--- src/rtl/seq_pattern_tx.sv ---
`default_nettype none
// ============================================================================
// Module   : seq_pattern_tx
// Purpose  : Serial pattern transmitter. Shifts a captured PAT_W-bit pattern
//            out MSB-first, repeated repeat_cnt times, honouring stall/abort.
//            Define SEQ_PATTERN_TX_GAP_EN for a one-cycle gap between copies.
// Revision : 1.0 - initial release
// ============================================================================
module seq_pattern_tx #(
    parameter int PAT_W = 4,
    parameter int CNT_W = 8
) (
    input  logic             clk,
    input  logic             rst_n,
    input  logic             start,
    input  logic [PAT_W-1:0] pattern,
    input  logic [CNT_W-1:0] repeat_cnt,
    input  logic             stall,
    input  logic             abort,
    output logic             valid,
    output logic             d_out,
    output logic             busy,
    output logic             pat_sent,
    output logic             done
);

    localparam int                 c_idx_w    = (PAT_W > 1) ? $clog2(PAT_W) : 1;
    localparam logic [c_idx_w-1:0] c_last_idx = c_idx_w'(PAT_W - 1);
    localparam logic [CNT_W-1:0]   c_one      = CNT_W'(1);

    generate
        if (PAT_W < 2) begin : g_bad_pat_w
            $error("seq_pattern_tx: PAT_W must be at least 2");
        end
    endgenerate

    typedef enum logic [1:0] {
        ST_IDLE = 2'd0,
        ST_SEND = 2'd1,
        ST_DONE = 2'd2
`ifdef SEQ_PATTERN_TX_GAP_EN
        ,
        ST_GAP  = 2'd3
`endif
    } state_t;

    state_t             r_state;
    logic [PAT_W-1:0]   pat_q;
    logic [CNT_W-1:0]   rep_q;
    logic [c_idx_w-1:0] bit_idx;

    logic w_emit;

    // A bit goes out only in an unstalled, unaborted SEND cycle.
    assign w_emit = (r_state == ST_SEND) && !stall && !abort;

    always_ff @(posedge clk or negedge rst_n) begin
        if (!rst_n) begin
            r_state <= ST_IDLE;
            pat_q   <= '0;
            rep_q   <= '0;
            bit_idx <= '0;
        end else begin
            case (r_state)
                ST_IDLE: begin
                    if (start) begin
                        pat_q   <= pattern;
                        rep_q   <= repeat_cnt;
                        bit_idx <= c_last_idx;
                        r_state <= (repeat_cnt != '0) ? ST_SEND : ST_DONE;
                    end
                end
                ST_SEND: begin
                    if (abort) begin
                        r_state <= ST_IDLE;
                    end else if (!stall) begin
                        if (bit_idx != '0) begin
                            bit_idx <= bit_idx - c_idx_w'(1);
                        end else begin
                            bit_idx <= c_last_idx;
                            rep_q   <= rep_q - c_one;
                            if (rep_q == c_one) begin
                                r_state <= ST_DONE;
                            end else begin
`ifdef SEQ_PATTERN_TX_GAP_EN
                                r_state <= ST_GAP;
`else
                                r_state <= ST_SEND;
`endif
                            end
                        end
                    end
                end
`ifdef SEQ_PATTERN_TX_GAP_EN
                ST_GAP: begin
                    r_state <= abort ? ST_IDLE : ST_SEND;
                end
`endif
                ST_DONE: begin
                    r_state <= ST_IDLE;
                end
                default: begin
                    r_state <= ST_IDLE;
                end
            endcase
        end
    end

    always_comb begin
        valid    = w_emit;
        d_out    = w_emit ? pat_q[bit_idx] : 1'b0;
        busy     = (r_state != ST_IDLE);
        pat_sent = w_emit && (bit_idx == '0);
        done     = (r_state == ST_DONE);
    end

endmodule
`default_nettype wire

--- config.mk ---
export PLATFORM = sky130hd
export DESIGN_NAME = seq_pattern_tx
export DESIGN_NICKNAME = d
export VERILOG_FILES = /design/src/rtl/seq_pattern_tx.sv
export SDC_FILE = /design/constraint.sdc
export NUM_CORES = 1
export LEC_CHECK = 0
export ABC_AREA = 1
export CORE_ASPECT_RATIO = 1.5
export CORE_MARGIN = 2
export CORE_UTILIZATION = 54
export DETAILED_ROUTE_END_ITERATION = 8
export PLACE_DENSITY = 0.94
export SYNTH_ARGS = -nofsm -noshare
export SYNTH_HDL_FRONTEND = slang
export SYNTH_SLANG_ARGS = --single-unit
--- constraint.sdc ---
create_clock -name clk -period 1.9 [get_ports clk]
set_input_delay 0.285 -clock clk [delete_from_list [all_inputs] [get_ports clk]]
set_output_delay 0.285 -clock clk [all_outputs]
set_load 0.1 [all_outputs]
==> results of run 1 <==
## stage by stage
step | util [%] | cell area (µm²) | setup WS (ps) | hold WS [ps] | power, mW
floorplan | - | 1120 | -379 | -10.6 | 1.59
global placement | 71.3 | 1410 | 94.6 | 460 | 1.86
detailed placement | 71.3 | 1410 | 78.3 | 469 | 1.93
CTS | 74.1 | 1460 | 9.31 | 292 | 2.20
global route | 79.1 | 1560 | -23.4 | 332 | 2.60
finish | 79.1 | 1560 | 5.92 | 271 | 2.47
## cell usage after synthesis (all sizes together)
master  instances  area, µm²
nand2          53        238
nor2           26        124
inv            20       75.1
dfrtp          16        400
o21ai          16       80.1
nand3          11       55.1
a21oi           6       33.8
ha              3       37.5
a21boi          1       7.51
and2            1       6.26
buf             1       11.3
nand3b          1       7.51
nand4           1       6.26
nor3            1       5.00
o21a            1       7.51
or2             1       6.26
## layout by cell type, fill, tap and decap left out, drive strengths merged, types with 3 or more instances in the layout
cell and count:
a21oi 6, buf 21, clkbuf 4, clkdlybuf4s50 16, dfrtp 16, ha 3, inv 20, nand2 53
nand3 11, nor2 26, o21ai 16
## timing repair
action,4_1_cts,5_1_grt
endpoints found under the setup margin,2,3
setup buffers,2,12
gates resized for setup,3,4
pin swaps,1,3
## power by group
| part | leakage [nW] | total, mW | internal [mW] | switching [mW] |
|---|---|---|---|---|
| clock | 0.0210 | 0.253 | 0.118 | 0.136 |
| sequential | 0.195 | 0.675 | 0.500 | 0.175 |
| combinational | 0.568 | 1.54 | 0.579 | 0.958 |
| total | 0.784 | 2.47 | 1.20 | 1.27 |
## state kept, by name, indices dropped and copies added, names as in the netlist
name / count
rep_q: 8
pat_q: 4
bit_idx: 2
r_state: 2
## routing by layer
metal	up-vias	part of all wire, %
li1	581	-
met1	602	37
met2	75	52
met3	26	6.5
met4	0	5.3
met5	-	0
## final cells by class
| class | instances | area (µm²) |
|---|---|---|
| Multi-Input combinational cell | 122 | 642 |
| Sequential cell | 16 | 402 |
| Timing Repair Buffer | 37 | 380 |
| Inverter | 20 | 75.1 |
| Tap cell | 22 | 27.5 |
| Clock buffer | 4 | 36.3 |
| Fill cell | 114 | 414 |
## critical path: stages, from the launching register on
cell     delay (ps)
dfrtp_1         450
inv_2           100
ha_1            190
inv_2            70
nor2_2          150
nand2_4          90
inv_2            70
buf_12          160
## final timing paths
check	from	endpoint	slack (ps)	depth (start not counted)
worst max-delay path	bit_idx[0]	pat_sent	6	7
worst max register to register	bit_idx[0]	rep_q[6]	280	10
min in group clk	pattern[2]	pat_q[2]	490	3
max in group asynchronous	rst_n	r_state[0]	1420	2
worst min register to register	pat_q[3]	pat_q[3]	500	2
worst min-delay path	rst_n	rep_q[2]	270	2
## cell families (layout without fill, tap and decap cells)
logic type	Yosys count	after routing	share of synthesized area (%)
buffers and inverters	21	61	7.84
adder cells (fa/ha/maj)	3	3	3.41
flip-flops	16	16	36.4
AND/OR/NAND/NOR	95	95	40.7
AO/OA/AOI/OAI	24	24	11.7
==> flow_metrics.env, run 1 <==
export IMPL_status="complete, no violations"
export IMPL_top_usage_layer="met2"
export IMPL_clk_latency_ps=320
export IMPL_avgSynthCellArea_um2=6.92
export IMPL_synth_seq_cells=16
export IMPL_crit_fanout=5
export IMPL_finalSetupViolations=0
export IMPL_die_h_um=59.3
export IMPL_vias=1284
export IMPL_fin_cells=221
export IMPL_dr_pass1_iters=5
export IMPL_nets=220
export IMPL_synth_seq_area_share_pct=36.4
export IMPL_h_tree_depth=1
export IMPL_tns_ps=0
export IMPL_grt_use_total_pct=29.2
export IMPL_critPathKind="reg2out"
export IMPL_routabilityCongestion=0.795
export IMPL_critPathLaunchType="flop"
export IMPL_grt_pass1_vias=1184
export IMPL_area_delta_synth_final_pct=41.9
export IMPL_cts_sinks=16
export IMPL_antenna_cells=0
export IMPL_use_met3_pct=7.52
export IMPL_ys_warnings_count=0
export IMPL_relSlewSlack_pct=69.8
export IMPL_dieArea_um2=2420
export IMPL_hold_viol=0
export IMPL_port_buffer_count=21
export IMPL_hold_class="in2async"
export IMPL_final_period_utilization_pct=99.7
export IMPL_p_leak_nw=0.784
export IMPL_dp_cells=203
export IMPL_grt_max_degree=17
export IMPL_io_pins=22
export IMPL_fmaxAchievable_mhz=528
export IMPL_start_util_pct=55.7
export IMPL_cp_required_ps=1620
export IMPL_use_met1_pct=32.4
export IMPL_cts_tree="built"
export IMPL_cp_arrival_ps=1610
export IMPL_wl_per_cell_um=16.0
export IMPL_synthesis_area_um2=1100
export IMPL_use_met2_pct=48.7
export IMPL_cts_root_buf="clkbuf_4"
export IMPL_ir_drop_mv=1.27
export IMPL_cts_buffers=3
export IMPL_cts_buffer_depth=2
export IMPL_fin_skew_ps=1.74
export IMPL_grt_overflow_total=0
export IMPL_endpoint_kind="primary output"
export IMPL_drt_iter0_markers=69
export IMPL_grt_pass1_wl_um=4830
export IMPL_finalWirelength_um=3550
export IMPL_final_antenna_net_count=0
export IMPL_coreArea_um2=1980
export IMPL_powerDensity_nw_per_um2=1580
export IMPL_drive_above_1_share_pct=22.6
export IMPL_path_clk_slew_ps=110
export IMPL_viasPerCell=5.81
export IMPL_dp_hpwl_um=2080
export IMPL_drc=0
export IMPL_synth_cells=159
export IMPL_cap_violations=0
export IMPL_ys_types=24
export IMPL_antenna_found_initial=0
export IMPL_synth_net_count=179
export IMPL_postCtsHoldBufs=0
export IMPL_worst_pin_slew_ps=448
export IMPL_drv_slew=0
export IMPL_period_needed_ps=1890
export IMPL_row_count=20
export IMPL_die_w_um=40.9
No activity file was read; power rests on OpenSTA's default activity.
==> run 2: changes to the inputs <==
Settings changed: CORE_UTILIZATION 54 to 45, CTS_BUF_LIST set to sky130_fd_sc_hd__clkbuf_4 sky130_fd_sc_hd__clkbuf_8 sky130_fd_sc_hd__clkbuf_16, PLACE_DENSITY 0.94 to 0.85.
Clock period 1.9 ns to 1.6 ns, I/O delays scaled along.
==> run 2 against run 1 <==
- largest cell class unchanged
- critical path type unchanged
- utilization fell by 13 points
- clock-buffer cell count unchanged
- largest power group unchanged
- register-to-register slack got worse by 270 ps
- final cell count increased by 0.90%
- critical path depth stayed put
- the flow now finishes with violations (negative setup slack)
- routed wire length shrank 9.7%
- global-route usage shrank 6.5 points
- clock power is 13% higher
==> flow_metrics.env, run 2 (synthesis gave the netlist of run 1 again) <==
export IMPL_status="complete, but fails checks"
export IMPL_violations="negative setup slack"
export IMPL_final_common_cell="nand2_1"
export IMPL_crit_top_cell="inv_2"
export IMPL_area_delta_synth_final_pct=44.0
export IMPL_cts_buffers=3
export IMPL_grt_max_degree=17
export IMPL_postCtsHoldBufs=0
export IMPL_grt_use_total_pct=22.7
export IMPL_top_layer_used="met4"
export IMPL_power_frac_seq_pct=27.0
export IMPL_wl_per_cell_um=14.4
export IMPL_largest_register="rep_q"
export IMPL_cap_violations=0
export IMPL_drive_above_1_share_pct=23.6
export IMPL_path_clk_slew_ps=110
export IMPL_cp_slowest_cell="dfrtp_1"
export IMPL_fin_cells=223
export IMPL_antenna_cells=0
export IMPL_met2_length_um=1770
export IMPL_final_setup_worst_slack_ps=-125
export IMPL_intPower_mw=1.43
export IMPL_p_comb_share_pct=63.0
export IMPL_finalSetupViolations=4
export IMPL_critPathLaunchType="flop"
export IMPL_row_count=22
export IMPL_rsz0062_at_grt="yes"
export IMPL_drv_slew=0
export IMPL_endpoint_kind="primary output"
export IMPL_cts_tree="built"
export IMPL_reg2reg_setup_slack_ps=10
export IMPL_powerDensity_nw_per_um2=1800
export IMPL_worstReg2RegEnd="rep_q[6]"
export IMPL_worstPathCellList="inv_2 -> nand2_4 -> nor2_8 -> inv_2 -> nor2_4 -> a21boi_4 -> buf_12"
export IMPL_period_needed_ps=1730
export IMPL_die_w_um=44.4
export IMPL_p_leak_nw=0.775
export IMPL_vias=1222
export IMPL_io_pins=22
export IMPL_pwr_share_clk_pct=10.0
export IMPL_coreArea_um2=2390
export IMPL_cts_buffer_depth=2
export IMPL_top_regs="rep_q (8), pat_q (4)"
export IMPL_p_sw_share_pct=50.1
export IMPL_routabilityCongestion=0.813
export IMPL_routedLengthMet1_um=1120
export IMPL_critPathKind="reg2out"
export IMPL_grt_pass1_wl_um=4860
export IMPL_layout_common_cells="nand2_1 (49), nor2_1 (22), clkdlybuf4s50_1 (16), buf_4 (16), dfrtp_1 (15)"
export IMPL_drt_iter0_markers=63
export IMPL_reg2reg_depth=10
export IMPL_crit_fanout=2
export IMPL_viasPerCell=5.48
export IMPL_fin_skew_ps=9.77
export IMPL_fmaxAchievable_mhz=580
export IMPL_clk_latency_ps=300
export IMPL_n_fill_cell=168
export IMPL_rr_startpoint="r_state[1]"
export IMPL_drc=0
export IMPL_h_tree_depth=1
export IMPL_cp_required_ps=1360
export IMPL_finalWirelength_um=3200
export IMPL_grt_pass1_vias=1218
export IMPL_largest_reg_flops=8
export IMPL_die_h_um=64.6
export IMPL_grt_overflow_total=0
export IMPL_cp_arrival_ps=1490
export IMPL_critPathMaxStageDelay_ps=410
export IMPL_start_util_pct=46.0
export IMPL_relSlewSlack_pct=77.7
export IMPL_dp_hpwl_um=2230
export IMPL_wl_met3_um=174
export IMPL_ir_drop_mv=1.12
export IMPL_final_period_utilization_pct=108
export IMPL_nets=220
export IMPL_worst_pin_slew_ps=331
export IMPL_antenna_found_initial=0
export IMPL_dr_pass1_iters=4
export IMPL_pre_cts_slack_ps=-116
export IMPL_tns_ps=-258
export IMPL_dieArea_um2=2870
export IMPL_port_buffer_count=21
export IMPL_cts_root_buf="clkbuf_4"
export IMPL_dp_cells=209
export IMPL_regArea_um2=402
export IMPL_hold_class="in2async"
export IMPL_multi_input_area_um2=651
export IMPL_setup_worst_path_start="r_state[1]"
export IMPL_p_switching_mw=1.43
export IMPL_hold_viol=0
export IMPL_final_antenna_net_count=0
export IMPL_hold_ws_ps=243
export IMPL_cts_sinks=16
export IMPL_crit_end="d_out"
## run 2: cell count changes in the layout (fill, tap and decap cells not counted), sizes merged
| cell | before | now |
|---|---|---|
| clkinvlp | 0 | 1 |
| inv | 20 | 19 |
## run 2: cell type report
type | instances | share of cell area [%]
Timing Repair Buffer | 37 | 24.0
Sequential cell | 16 | 25.3
Inverter | 20 | 5.45
Clock buffer | 4 | 2.29
Tap cell | 24 | 1.89
Multi-Input combinational cell | 122 | 41.0
## run 2: worst min path at each step
stage | startpoint | end | slack (ps)
final | rst_n | rep_q[2] | 240
after global routing | rst_n | pat_q[3] | 270
after CTS | rst_n | pat_q[3] | 260
after detailed placement | pat_q[0] | pat_q[0] | 480
after global placement | pat_q[2] | pat_q[2] | 480
after floorplan | rst_n | bit_idx[0] | -60
## run 2: stage by stage
| stage | instance area (µm²) | utilization, % | power (mW) |
|---|---|---|---|
| 3_5_place_dp | 1450 | 60.3 | 2.36 |
| 3_3_place_gp | 1450 | 60.3 | 2.27 |
| 2_1_floorplan | 1120 | - | 1.89 |
| 4_1_cts | 1510 | 63.0 | 2.68 |
| 5_1_grt | 1590 | 66.2 | 3.05 |
| 6_report | 1590 | 66.2 | 2.86 |
## run 2: metal layers
metal  up-vias  track usage, %
met5         -               0
met4         0            12.1
met3        16            2.79
met2        60            43.2
met1       563            22.5
li1        583               -
## run 2: repair_timing
item	in CTS	in global routing
endpoints found under the setup margin	3	4
buffers inserted	3	7
pin swaps	1	2
gates resized for setup	6	7
## run 2: critical path, delay by kind of cell, from the launching register on
| family | cells | cell delay, ps |
|---|---|---|
| compound gates | 1 | 200 |
| flops | 1 | 410 |
| buf+inv | 3 | 330 |
| simple gates | 3 | 250 |
## run 2: power by group through the flow
| stage | sequential, mW | clock, mW | combinational [mW] |
|---|---|---|---|
| finish | 0.772 | 0.285 | 1.80 |
| global route | 0.793 | 0.296 | 1.96 |
| CTS | 0.771 | 0.279 | 1.63 |
| detailed placement | 0.772 | 0 | 1.59 |
| global placement | 0.757 | 0 | 1.51 |
| floorplan | 0.728 | 0 | 1.16 |
==> run 3: changes to the inputs <==
Settings changed: SKIP_LAST_GASP set to 1.
==> run 3 against run 2 <==
- the flow still finishes with violations (negative setup slack)
- total power down 1.8%
- clock-buffer cell count unchanged
- sequential share of layout area up 0.32 points
- largest power group unchanged
- worst setup slack worse by 3.6 ps
- register-to-register slack about the same
==> flow_metrics.env, run 3 (synthesis gave the netlist of run 1 again) <==
export IMPL_status="complete, but fails checks"
export IMPL_violations="negative setup slack"
export IMPL_cp_arrival_ps=1490
export IMPL_finalSetupViolations=5
export IMPL_row_count=22
export IMPL_layout_common_cells="nand2_1 (49), nor2_1 (22), clkdlybuf4s50_1 (16), dfrtp_1 (15), buf_4 (15)"
export IMPL_grt_use_total_pct=22.7
export IMPL_largest_register="rep_q"
export IMPL_clk_latency_ps=310
export IMPL_largest_reg_flops=8
export IMPL_start_util_pct=46.0
export IMPL_dr_pass1_iters=4
export IMPL_antenna_cells=0
export IMPL_critPathKind="reg2out"
export IMPL_path_clk_slew_ps=110
export IMPL_finalWirelength_um=2940
export IMPL_endpoint_kind="primary output"
export IMPL_viasPerCell=5.29
export IMPL_cts_buffer_depth=2
export IMPL_ir_drop_mv=1.16
export IMPL_rr_startpoint="r_state[1]"
export IMPL_critPathLaunchType="flop"
export IMPL_h_tree_depth=1
export IMPL_drt_iter0_markers=43
export IMPL_nets=219
export IMPL_n_fill_cell=171
export IMPL_rsz0062_at_grt="yes"
export IMPL_cap_violations=0
export IMPL_cp_required_ps=1360
export IMPL_period_needed_ps=1730
export IMPL_area_delta_synth_final_pct=42.2
export IMPL_hold_viol=0
export IMPL_vias=1174
export IMPL_cts_buffers=3
export IMPL_grt_overflow_total=0
export IMPL_p_leak_nw=0.769
export IMPL_relSlewSlack_pct=77.8
export IMPL_hold_class="in2async"
export IMPL_cts_sinks=16
export IMPL_postCtsHoldBufs=0
export IMPL_fmaxAchievable_mhz=578
export IMPL_setup_worst_path_start="bit_idx[1]"
export IMPL_crit_fanout=2
export IMPL_reg2reg_depth=10
export IMPL_drv_slew=0
export IMPL_coreArea_um2=2390
export IMPL_die_h_um=64.6
export IMPL_top_regs="rep_q (8), pat_q (4)"
export IMPL_grt_max_degree=17
export IMPL_wl_per_cell_um=13.3
export IMPL_final_setup_worst_slack_ps=-129
export IMPL_reg2reg_setup_slack_ps=0
export IMPL_drc=0
export IMPL_cts_root_buf="clkbuf_4"
export IMPL_worst_pin_slew_ps=330
export IMPL_total_power_mw=2.81
export IMPL_multi_input_area_um2=641
export IMPL_antenna_found_initial=0
export IMPL_regArea_um2=402
export IMPL_routabilityCongestion=0.813
export IMPL_port_buffer_count=21
export IMPL_pre_cts_slack_ps=-116
export IMPL_dieArea_um2=2870
export IMPL_hold_ws_ps=238
export IMPL_crit_end="d_out"
export IMPL_fin_skew_ps=13.6
export IMPL_grt_pass1_wl_um=4860
export IMPL_dp_hpwl_um=2230
export IMPL_io_pins=22
export IMPL_drive_above_1_share_pct=23.2
export IMPL_final_common_cell="nand2_1"
export IMPL_powerDensity_nw_per_um2=1790
export IMPL_final_period_utilization_pct=108
export IMPL_die_w_um=44.4
export IMPL_grt_pass1_vias=1218
export IMPL_cts_tree="built"
export IMPL_worstReg2RegEnd="bit_idx[1]"
export IMPL_final_antenna_net_count=0
export IMPL_tns_ps=-284
[run 3: metrics by stage]
stage,utilization [%],area (µm²),std cells
global route,65.4,1570,222
floorplan,-,1120,159
global placement,60.3,1450,209
finish,65.4,1570,222
CTS,63.0,1510,216
detailed placement,60.3,1450,209
[run 3: cell type report]
| class | instances | share of cell area (%) |
|---|---|---|
| repair buffers | 36 | 23.8 |
| flip-flops and latches | 16 | 25.7 |
| well taps | 24 | 1.92 |
| inverters | 20 | 5.36 |
| multi-input cells | 122 | 40.9 |
| clock buffers | 4 | 2.32 |
[run 3: critical path: stages (launching register included)]
cell and delay, ps:
dfrtp_1 400, buf_4 130, nor2_1 120, o21ai_0 150
a21boi_4 200, buf_12 190
[run 3: layer usage]
layer	vias up	track usage, %	routed length, µm
li1	579	-	-
met1	540	22.5	1060
met2	44	43.2	1710
met3	11	2.79	106
met4	0	12.1	74
met5	-	0	0
[run 3: report_power, final]
| part | leakage [nW] | internal [mW] | switching (mW) |
|---|---|---|---|
| combinational | 0.553 | 0.671 | 1.08 |
| sequential | 0.195 | 0.594 | 0.180 |
| clock | 0.0210 | 0.139 | 0.144 |
| total | 0.769 | 1.40 | 1.40 |
[run 3: how the worst min path moves through the flow]
stage	depth (start not counted)	end	from	slack, ps
2_1_floorplan	0	bit_idx[0]	rst_n	-60
3_3_place_gp	2	pat_q[2]	pat_q[2]	480
3_5_place_dp	2	pat_q[0]	pat_q[0]	480
4_1_cts	2	pat_q[3]	rst_n	260
5_1_grt	2	pat_q[3]	rst_n	280
6_report	2	rep_q[2]	rst_n	240
[run 3: timing repair]
action	4_1_cts	5_1_grt
gates resized for setup	4	7
pin swaps	1	2
buffers inserted	3	6
endpoints found under the setup margin	3	5
